<file path="config.mk">
export PLATFORM = sky130hd
export DESIGN_NAME = ex_muldiv_unit
export DESIGN_NICKNAME = d
export VERILOG_FILES = /design/src/rtl/ex_muldiv_unit.sv
export SDC_FILE = /design/constraint.sdc
export NUM_CORES = 1
export LEC_CHECK = 0
export CAP_MARGIN = 30
export CORE_MARGIN = 2
export CORE_UTILIZATION = 58
export DETAILED_ROUTE_END_ITERATION = 16
export PLACE_DENSITY_LB_ADDON = 0.1
export SYNTH_ARGS = -nofsm -noshare
export SYNTH_HDL_FRONTEND = slang
export SYNTH_SLANG_ARGS = --single-unit
</file>
<file path="constraint.sdc">
create_clock -name Clk -period 5.02 [get_ports Clk]
set_clock_uncertainty 0.2 [all_clocks]
set_input_delay 1.004 -clock Clk [delete_from_list [all_inputs] [get_ports Clk]]
set_output_delay 1.004 -clock Clk [all_outputs]
set_load 0.05 [all_outputs]
</file>
<file path="src/rtl/ex_muldiv_unit.sv">
// Iterative MIPS-style multiply/divide unit with architectural HI/LO registers.
// Fixed 33-cycle latency: 32 shift-add or restoring-divide steps plus one sign-fix cycle.
`timescale 1ns/1ps
module ex_muldiv_unit (
   input  logic        Clk,
   input  logic        Reset_n,
   input  logic        Start,
   input  logic [1:0]  Op,
   input  logic [31:0] OperandA,
   input  logic [31:0] OperandB,
   input  logic        HiWrite,
   input  logic        LoWrite,
   input  logic [31:0] WriteData,
   output logic        Busy,
   output logic        Done,
   output logic        DivByZero,
   output logic [31:0] Hi,
   output logic [31:0] Lo
);

   typedef enum logic [1:0] {IDLE, CALC, FIX} state_t;

   state_t      state, state_next;
   logic [4:0]  count;
   logic        is_div;
   logic        neg_lo;      // product / quotient sign
   logic        neg_hi;      // remainder sign
   logic        b_zero;
   logic [31:0] operand_b;
   logic [63:0] acc;         // {upper/remainder, lower/multiplier-or-quotient}

   logic        op_signed, a_neg, b_neg;
   logic [31:0] a_abs, b_abs;
   logic [32:0] mul_sum;
   logic [32:0] div_shift;
   logic [31:0] div_sub;
   logic        div_restore;
   logic [63:0] acc_next;
   logic [63:0] prod_res;
   logic [31:0] hi_res, lo_res;

   always_comb begin
      op_signed = ~Op[0];
      a_neg     = op_signed & OperandA[31];
      b_neg     = op_signed & OperandB[31];
      a_abs     = a_neg ? (~OperandA + 32'd1) : OperandA;
      b_abs     = b_neg ? (~OperandB + 32'd1) : OperandB;
   end

   // Both algorithms share one 64-bit register: the low half shifts out multiplier
   // bits (multiply) or shifts dividend bits into the remainder (divide).
   always_comb begin
      mul_sum     = {1'b0, acc[63:32]} + (acc[0] ? {1'b0, operand_b} : 33'd0);
      div_shift   = {acc[63:32], acc[31]};
      div_restore = div_shift < {1'b0, operand_b};
      div_sub     = div_shift[31:0] - operand_b;
      if (is_div) begin
         acc_next = div_restore ? {div_shift[31:0], acc[30:0], 1'b0}
                                : {div_sub, acc[30:0], 1'b1};
      end else begin
         acc_next = {mul_sum, acc[31:1]};
      end
   end

   always_comb begin
      prod_res = neg_lo ? (~acc + 64'd1) : acc;
      if (is_div) begin
         lo_res = b_zero ? '1 : (neg_lo ? (~acc[31:0] + 32'd1) : acc[31:0]);
         hi_res = neg_hi ? (~acc[63:32] + 32'd1) : acc[63:32];
      end else begin
         lo_res = prod_res[31:0];
         hi_res = prod_res[63:32];
      end
   end

   always_ff @(posedge Clk or negedge Reset_n) begin
      if (!Reset_n) state <= IDLE;
      else          state <= state_next;
   end

   always_comb begin
      state_next = state;
      case (state)
         IDLE:    if (Start) state_next = CALC;
         CALC:    if (count == 5'd31) state_next = FIX;
         FIX:     state_next = IDLE;
         default: state_next = IDLE;
      endcase
   end

   always_ff @(posedge Clk or negedge Reset_n) begin
      if (!Reset_n) begin
         count     <= '0;
         is_div    <= 1'b0;
         neg_lo    <= 1'b0;
         neg_hi    <= 1'b0;
         b_zero    <= 1'b0;
         operand_b <= '0;
         acc       <= '0;
         Busy      <= 1'b0;
         Done      <= 1'b0;
         DivByZero <= 1'b0;
         Hi        <= '0;
         Lo        <= '0;
      end else begin
         Done      <= 1'b0;
         DivByZero <= 1'b0;
         case (state)
            IDLE: begin
               if (HiWrite) Hi <= WriteData;
               if (LoWrite) Lo <= WriteData;
               if (Start) begin
                  is_div    <= Op[1];
                  neg_lo    <= a_neg ^ b_neg;
                  neg_hi    <= Op[1] & a_neg;
                  b_zero    <= (OperandB == 32'd0);
                  operand_b <= b_abs;
                  acc       <= {32'd0, a_abs};
                  count     <= '0;
                  Busy      <= 1'b1;
               end
            end
            CALC: begin
               acc   <= acc_next;
               count <= count + 5'd1;
            end
            FIX: begin
               Hi        <= hi_res;
               Lo        <= lo_res;
               Busy      <= 1'b0;
               Done      <= 1'b1;
               DivByZero <= is_div & b_zero;
            end
            default: ;
         endcase
      end
   end

endmodule

</file>
Word-level counts from Yosys, hierarchy flattened. Index checks and enable logic that the tools add are counted.

Register bits after elaboration: 174. Input bits: 103. Output and inout bits: 67. Logic and storage cells: 76.

Add/sub/neg operators: 8. Magnitude comparators: 1. Eq/ne operators: 7. Muxes and demuxes: 26. Bitwise operators: 11. Reduce and logical (&&, ||, !) cells: 10.

Operator list (count): 32-bit two-way mux (10); 64-bit two-way mux (4); 32-bit by 1-bit adder with 32-bit output, second input constant (4); 32-bit NOT (4); 32-bit case mux with 2 select lines (2); 64-bit case mux with 2 select lines (1); 64-bit by 1-bit adder with 64-bit output, second input constant (1); 64-bit NOT (1); 32-bit by 32-bit adder with 33-bit output (1); 33-bit by 32-bit less-than comparator with 1-bit output (1); 32-bit logical NOT (1); 32-bit subtractor (1); 2-bit AND reduction (6); 5-bit case mux with 2 select lines (1); 2-bit inequality test, second input constant (4); 5-bit by 1-bit adder with 5-bit output, second input constant (1); 5-bit == test, second input constant (1); 5-bit two-way mux (1); 1-bit bitwise AND (4); 2-bit two-way mux (2); 2-bit case mux with 2 select lines (1); 2-bit nonzero test (2); 1-bit two-way mux (3); 2-bit by 1-bit == test with 1-bit output, second input constant (1); 5 further kinds (5).

Depth between registers and ports, before layout. Gate-level depths: netlist of the first run.

Depth in word-level cells: 6. Mapped depth: 14. Mapped depth without buffers: 13.

Worst setup path before layout of the first run. Ideal clock, no wire load.

Path type: input -> register. Start: in OperandA[7]. End: reg acc[23]. Library setup time: 0.136 ns. Arrival: 3.221 ns. Required time: 4.684 ns. Setup slack: 1.463 ns. Stages on the path: 9. Path buffers: 0. Path through: or4_1 -> nor4_1 -> nand4_1 -> nor3_1 -> a21o_1 -> xor2_1 -> nor2_1 -> a211oi_1 -> a21oi_1.

Longest elaborated chain between the ends: 5.

Ends and longest elaborated chain: start: declaration (line 9) `input logic [31:0] OperandA,`; 32-bit NOT (line 46) `a_abs = a_neg ? (~OperandA + 32'd1) : OperandA;`; 32-bit by 1-bit adder with 32-bit output (line 46); 32-bit two-way mux (line 46); 64-bit two-way mux (line 112) `if (Start) begin`; 64-bit case mux with 2 select lines (line 108) `case (state)`; end signal: assignment (line 118) `acc <= {32'd0, a_abs};`; end signal: assignment (line 124) `acc <= acc_next;`; end: declaration (line 30) `logic [63:0] acc;`.

Every way passes these cells. The select of a mux whose other input is x is not followed. A chain may end at the register's enable or synchronous reset.

Worst setup path after layout of the first run.
Start: reg acc[0]. End: reg acc[61].

Longest elaborated chain between the ends: 4.

Ends and longest elaborated chain: 32-bit two-way mux (line 53) `mul_sum = {1'b0, acc[63:32]} + (acc[0] ? {1'b0, operand_b} : 33'd0);`; 32-bit by 32-bit adder with 33-bit output (line 53); 64-bit two-way mux (line 57) `if (is_div) begin`; 64-bit case mux with 2 select lines (line 108).

Every way passes these cells.

==> impl_metrics.env, run 1 <==
export IMPL_outcome="completed"
export IMPL_fin_setup_tns_ps=0
export IMPL_ys_async_sr_fraction=1.000
export IMPL_fin_area_um2=16840
export IMPL_finalWirelength_mm=45.82
export IMPL_grt_max_degree=94
export IMPL_rsz0062_at_grt="no"
export IMPL_ys_seq_elements=174
export IMPL_ys_warn_count=0
export IMPL_fp_dieW_um=161.1
export IMPL_fin_crit_sh=0.8061
export IMPL_critPathKind="flop to flop"
export IMPL_synth_ff_type="dfrtp_1"
export IMPL_area_delta_synth_final_pct=17.67
export IMPL_yosysMostFrequentCell="nand2_1"
export IMPL_numCtsBuffers=17
export IMPL_io_pins=170
export IMPL_yosysUniqueCellTypes=70
export IMPL_clock_latency_ps=450
export IMPL_path_clk_slew_ps=80
export IMPL_vias_per_cell=6.353
export IMPL_htree_levels=4
export IMPL_cp_required_ps=5170
export IMPL_total_power_uw=13780
export IMPL_synth_top_area_share=0.3042
export IMPL_relSlewSlack=0.4062
export IMPL_dpl_instance_area_um2=16250
export IMPL_synth_top_family_by_area="compound AO/OA/AOI/OAI gates"
export IMPL_yosysTopAreaCell="dfrtp_1"
export IMPL_final_instance_count_excl_fill=2291
export IMPL_synthAdderAreaFrac=0.06398
export IMPL_cts_resized=0
export IMPL_r2r_start="acc[0]"
export IMPL_fin_nets=2129
export IMPL_grt_pass1_wl_mm=72.84
export IMPL_crit_start="acc[0]"
export IMPL_synth_compound_area_frac=0.2516
export IMPL_slew_violations=0
export IMPL_min_path_type="flop to flop"
export IMPL_crit_chain="inv_1 -> buf_4 -> nor2_1 -> ha_1 -> a21o_1 -> a21o_1 -> a21oi_1 -> o21ai_0 -> a22o_1 -> a311oi_1 -> o21ai_0 -> xnor2_1 -> a211oi_1"
export IMPL_drt_iter0_markers=1545
export IMPL_drtPass1Iterations=6
export IMPL_endpoint_kind="flop"
export IMPL_syn_num_nets=2020
export IMPL_grt_pass1_vias=13430
export IMPL_antenna_found_initial=0
export IMPL_placed_cells=2258
export IMPL_num_fill_cells=2043
export IMPL_ir_drop_uv=371.4
export IMPL_dp_hpwl_mm=34.88
export IMPL_design_die_area_um2=25950
export IMPL_portBuffers=169
export IMPL_max_cap_violations=0
export IMPL_finalSetupViolCount=0
export IMPL_cpPeakStageDelay_ps=490
export IMPL_ys_top_cells_by_area="dfrtp_1, o21ai_0, ha_1, xnor2_1, nand2_1"
export IMPL_worstSetupStartpointType="flop"
export IMPL_cts_setup_buffers=0
export IMPL_synthXorXnorAreaFrac=0.09789
export IMPL_tightest_slew_ps=890.7
export IMPL_cp_max_fo=21
export IMPL_wl_per_cell_um=20.00
export IMPL_fmax_mhz=247.1
export IMPL_syn_area_per_cell_um2=7.759
export IMPL_min_period_ps=4047
export IMPL_hold_start="operand_b[6]"
export IMPL_die_h_um=161.1
export IMPL_cts_tree="done"
export IMPL_overflow=0
export IMPL_synth_edf_count=0
export IMPL_p_per_area_nw_per_um2=817.9
export IMPL_postSynthCellCount=1845
export IMPL_synth_area_um2=14310
export IMPL_cts_hold_buf=0
export IMPL_layout_drive_gt1_share=0.04830
export IMPL_placementRows=57
export IMPL_synthSimpleGateAreaFrac=0.2001
export IMPL_clockBufferDepth=2
export IMPL_synth_mux_area_fraction=0.03330
export IMPL_core_area_um2=24250
export IMPL_power_leakage_uw=0.007034
export IMPL_crit_path_top_delay_cell="dfrtp_1"
export IMPL_drc=0
export IMPL_critical_path_arrival_ps=4200
export IMPL_dp_slack_ps=1027
export IMPL_seq_area_frac_synth=0.3042
export IMPL_routabilityCongestion=0.9743
export IMPL_synth_common_cells="nand2_1, o21ai_0, dfrtp_1"
export IMPL_ant_nets=0
export IMPL_hold_viol=0
export IMPL_grt_usage=0.3529
export IMPL_clock_sinks=174
export IMPL_diodes=0
export IMPL_start_util=0.5904
export IMPL_fin_ws_ps=973.3
export IMPL_cts_root_buf="clkbuf_16"
export IMPL_reg2reg_slack_ps=970
export IMPL_via_count=14560
## worst paths after layout
check	end	depth (start not counted)
worst max-delay path	acc[61]	13
worst min-delay path	operand_b[6]	2
worst max register to register	acc[61]	13
worst min register to register	operand_b[6]	2
max in group asynchronous	Hi[25]	2
min in group asynchronous	Lo[17]	1
## stage by stage
stage / hold WS (ps) / utilization
final: 281.5 / 0.6947
after floorplan: 249.4 / -
after global placement: 263.0 / 0.6694
after detailed placement: 271.9 / 0.6700
after global routing: 303.9 / 0.6947
after CTS: 285.6 / 0.6944
## sequential cells by signal, indices dropped and copies added (netlist names)
| signal | count |
|---|---|
| acc | 64 |
| Hi | 32 |
| Lo | 32 |
| operand_b | 32 |
| count | 5 |
| state | 2 |
| Busy | 1 |
| DivByZero | 1 |
| Done | 1 |
| b_zero | 1 |
| is_div | 1 |
| neg_hi | 1 |
| neg_lo | 1 |
## logic make-up after synthesis
family | count (synthesis)
compound gates | 597
xor+xnor | 160
fa+ha+maj | 72
buf+inv | 178
flops | 174
mux | 47
simple gates | 617
## placed cells by master (no fill, tap or decap), types with 18 or more instances in the layout
cell / Yosys / layout
or3_1: 19 / 19
dfrtp_1: 174 / 173
nand2_1: 220 / 220
ha_1: 70 / 70
buf_4: 2 / 30
nand3_1: 38 / 38
a21oi_1: 164 / 164
nor2_1: 169 / 168
o211ai_1: 33 / 33
clkdlybuf4s50_1: 0 / 168
xor2_1: 62 / 62
and3_1: 20 / 20
a21o_1: 34 / 34
o21ai_0: 196 / 195
nand2b_1: 20 / 19
inv_1: 66 / 66
mux2i_1: 42 / 42
xnor2_1: 98 / 98
o31ai_1: 18 / 18
nand4_1: 19 / 19
a31oi_1: 47 / 47
nor3_1: 44 / 44
## critical path: cells and delay by family (launching register included)
kind                       cells  cell delay [ps]
DFF                            1              490
buffers and inverters          2              670
xor gates and xnor gates       1              160
and+or+nand+nor                1               80
AOI/OAI and AO/OA              8             1970
adders and majority gates      1              370
## per-layer routing
metal | GRT usage | vias up | wire [µm]
li1 | - | 6849 | -
met1 | 0.5087 | 6855 | 20090
met2 | 0.5347 | 745 | 20030
met3 | 0.06446 | 106 | 4200
met4 | 0.1226 | 0 | 1496
met5 | 0 | - | 0
## power breakdown
group | total [µW] | switching, µW | internal [µW]
registers | 2960 | 857 | 2100
clock network | 1350 | 683 | 670
logic | 9460 | 5840 | 3620
total | 13800 | 7380 | 6390
## final cells by class
class | count | area [µm²] | area share
Inverter | 66 | 247.7 | 0.01471
Timing Repair Buffer | 202 | 1973 | 0.1171
Clock inverter | 15 | 165.2 | 0.009805
Tap cell | 324 | 405.4 | 0.02407
Sequential cell | 174 | 4355 | 0.2586
Multi-Input combinational cell | 1493 | 9273 | 0.5505
Clock buffer | 17 | 425.4 | 0.02525
(Power assumes the default switching activity.)
==> run 2: changes to the inputs <==
- clock period: 5.02 -> 4.13 ns (I/O delays scaled with it)
==> run 2 against run 1 <==
First-iteration DRC count shrank 3.9%. Largest cell class unchanged. Maximum frequency increased by 5.5%. Setup slack worse by 680 ps. Register-to-register slack got worse by 680 ps. Utilization up 1.3 points. Sequential power grew 17%. Via count is 1.3% higher. Largest power group unchanged. Critical path depth stayed put. Combinational power increased by 27%. Clock power is 29% higher.
==> impl_metrics.env, run 2 (same netlist as run 1, synthesis figures left out) <==
export IMPL_p_per_area_nw_per_um2=999.3
export IMPL_critical_path_arrival_ps=3980
export IMPL_io_pins=170
export IMPL_cp_required_ps=4280
export IMPL_die_h_um=161.1
export IMPL_routabilityCongestion=0.9974
export IMPL_ant_nets=0
export IMPL_cts_setup_buffers=0
export IMPL_critPathKind="flop to flop"
export IMPL_endpoint_kind="flop"
export IMPL_largest_register="acc"
export IMPL_via_count=14750
export IMPL_dp_slack_ps=365.6
export IMPL_grt_max_degree=94
export IMPL_start_util=0.5904
export IMPL_worstSetupStartpointType="flop"
export IMPL_dp_hpwl_mm=35.23
export IMPL_grt_usage=0.3591
export IMPL_hold_viol=0
export IMPL_drt_iter0_markers=1485
export IMPL_design_die_area_um2=25950
export IMPL_min_path_type="input port to asynchronous set/reset pin"
export IMPL_fin_nets=2161
export IMPL_fin_crit_sh=0.9291
export IMPL_fin_ws_ps=292.9
export IMPL_final_common_cell="nand2_1"
export IMPL_num_fill_cells=2072
export IMPL_drc=0
export IMPL_diodes=0
export IMPL_ir_drop_uv=431.9
export IMPL_cp_max_fo=12
export IMPL_cts_tree="done"
export IMPL_fmax_mhz=260.6
export IMPL_layout_drive_gt1_share=0.06403
export IMPL_grt_pass1_vias=13670
export IMPL_clockBufferDepth=2
export IMPL_rsz0062_at_grt="no"
export IMPL_core_area_um2=24250
export IMPL_finalSetupViolCount=0
export IMPL_area_delta_synth_final_pct=19.84
export IMPL_portBuffers=169
export IMPL_htree_levels=4
export IMPL_largest_reg_flops=64
export IMPL_relSlewSlack=0.2701
export IMPL_finalWirelength_mm=46.54
export IMPL_drtPass1Iterations=8
export IMPL_min_period_ps=3837
export IMPL_power_leakage_uw=0.007212
export IMPL_fin_setup_tns_ps=0
export IMPL_max_cap_violations=0
export IMPL_placementRows=57
export IMPL_numCtsBuffers=17
export IMPL_vias_per_cell=6.348
export IMPL_slew_violations=0
export IMPL_outcome="completed"
export IMPL_tightest_slew_ps=1095
export IMPL_most_common_layout_cells="nand2_1, o21ai_0, dfrtp_1"
export IMPL_wl_per_cell_um=20.03
export IMPL_clock_sinks=174
export IMPL_fp_dieW_um=161.1
export IMPL_antenna_found_initial=0
export IMPL_path_clk_slew_ps=90
export IMPL_overflow=0
export IMPL_cts_root_buf="clkbuf_16"
export IMPL_grt_pass1_wl_mm=74.06
export IMPL_clock_latency_ps=450
[run 2: repair_timing]
item / 4_1_cts / 5_1_grt
gates resized for setup: 0 / 1
hold buffers: 0 / 0
endpoints found under the setup margin: 0 / 2
[run 2: layer usage]
metal  up-vias  GRT usage  routed length [µm]
met4         0     0.1266                1614
met3       115    0.05444                3919
met2       746     0.5425               20490
li1       6916          -                   -
met1      6970     0.5256               20510
met5         -          0                   0
[run 2: final cells by class]
class	instances	area (µm²)	area share
Timing Repair Buffer	234	2231	0.1300
Inverter	66	251.5	0.01466
Sequential cell	174	4355	0.2539
Multi-Input combinational cell	1493	9273	0.5405
Clock inverter	15	214.0	0.01247
Clock buffer	17	425.4	0.02480
Tap cell	324	405.4	0.02363
[run 2: worst paths after layout]
check                              start            end  slack (ps)  cells past startpoint
min                              Reset_n         Lo[12]         180                      1
max in group asynchronous        Reset_n        acc[61]        2750                      2
max reg2reg                       acc[0]        acc[61]         290                     13
min reg2reg                operand_b[16]  operand_b[16]         290                      2
min in group Clk           operand_b[16]  operand_b[16]         290                      2
max                               acc[0]        acc[61]         290                     13
[run 2: report_power, final]
part	switching [µW]	internal, µW
combinational	7310	4640
clock	894	849
sequential	889	2560
total	9090	8050
[run 2: through the flow]
stage	instances	util	total power (µW)	hold WS [ps]	instance area, µm²
detailed placement	2291	0.6810	15090	270.1	16510
global placement	2291	0.6810	14860	261.1	16510
floorplan	1845	-	11520	249.4	14320
finish	2323	0.7075	17140	178.2	17160
global route	2323	0.7075	18330	226.5	17160
CTS	2323	0.7073	16900	202.1	17150
[run 2: worst max-delay path, cell delays in order, from the launching register on]
cell and delay [ps]:
dfrtp_1 430, clkinvlp_4 280, buf_4 250, nor2_1 110, ha_1 310, a21o_1 210, a21o_1 190, a21oi_1 150
o21ai_0 170, a22o_1 320, a311oi_1 500, o21ai_0 210, xnor2_1 150, a211oi_1 230
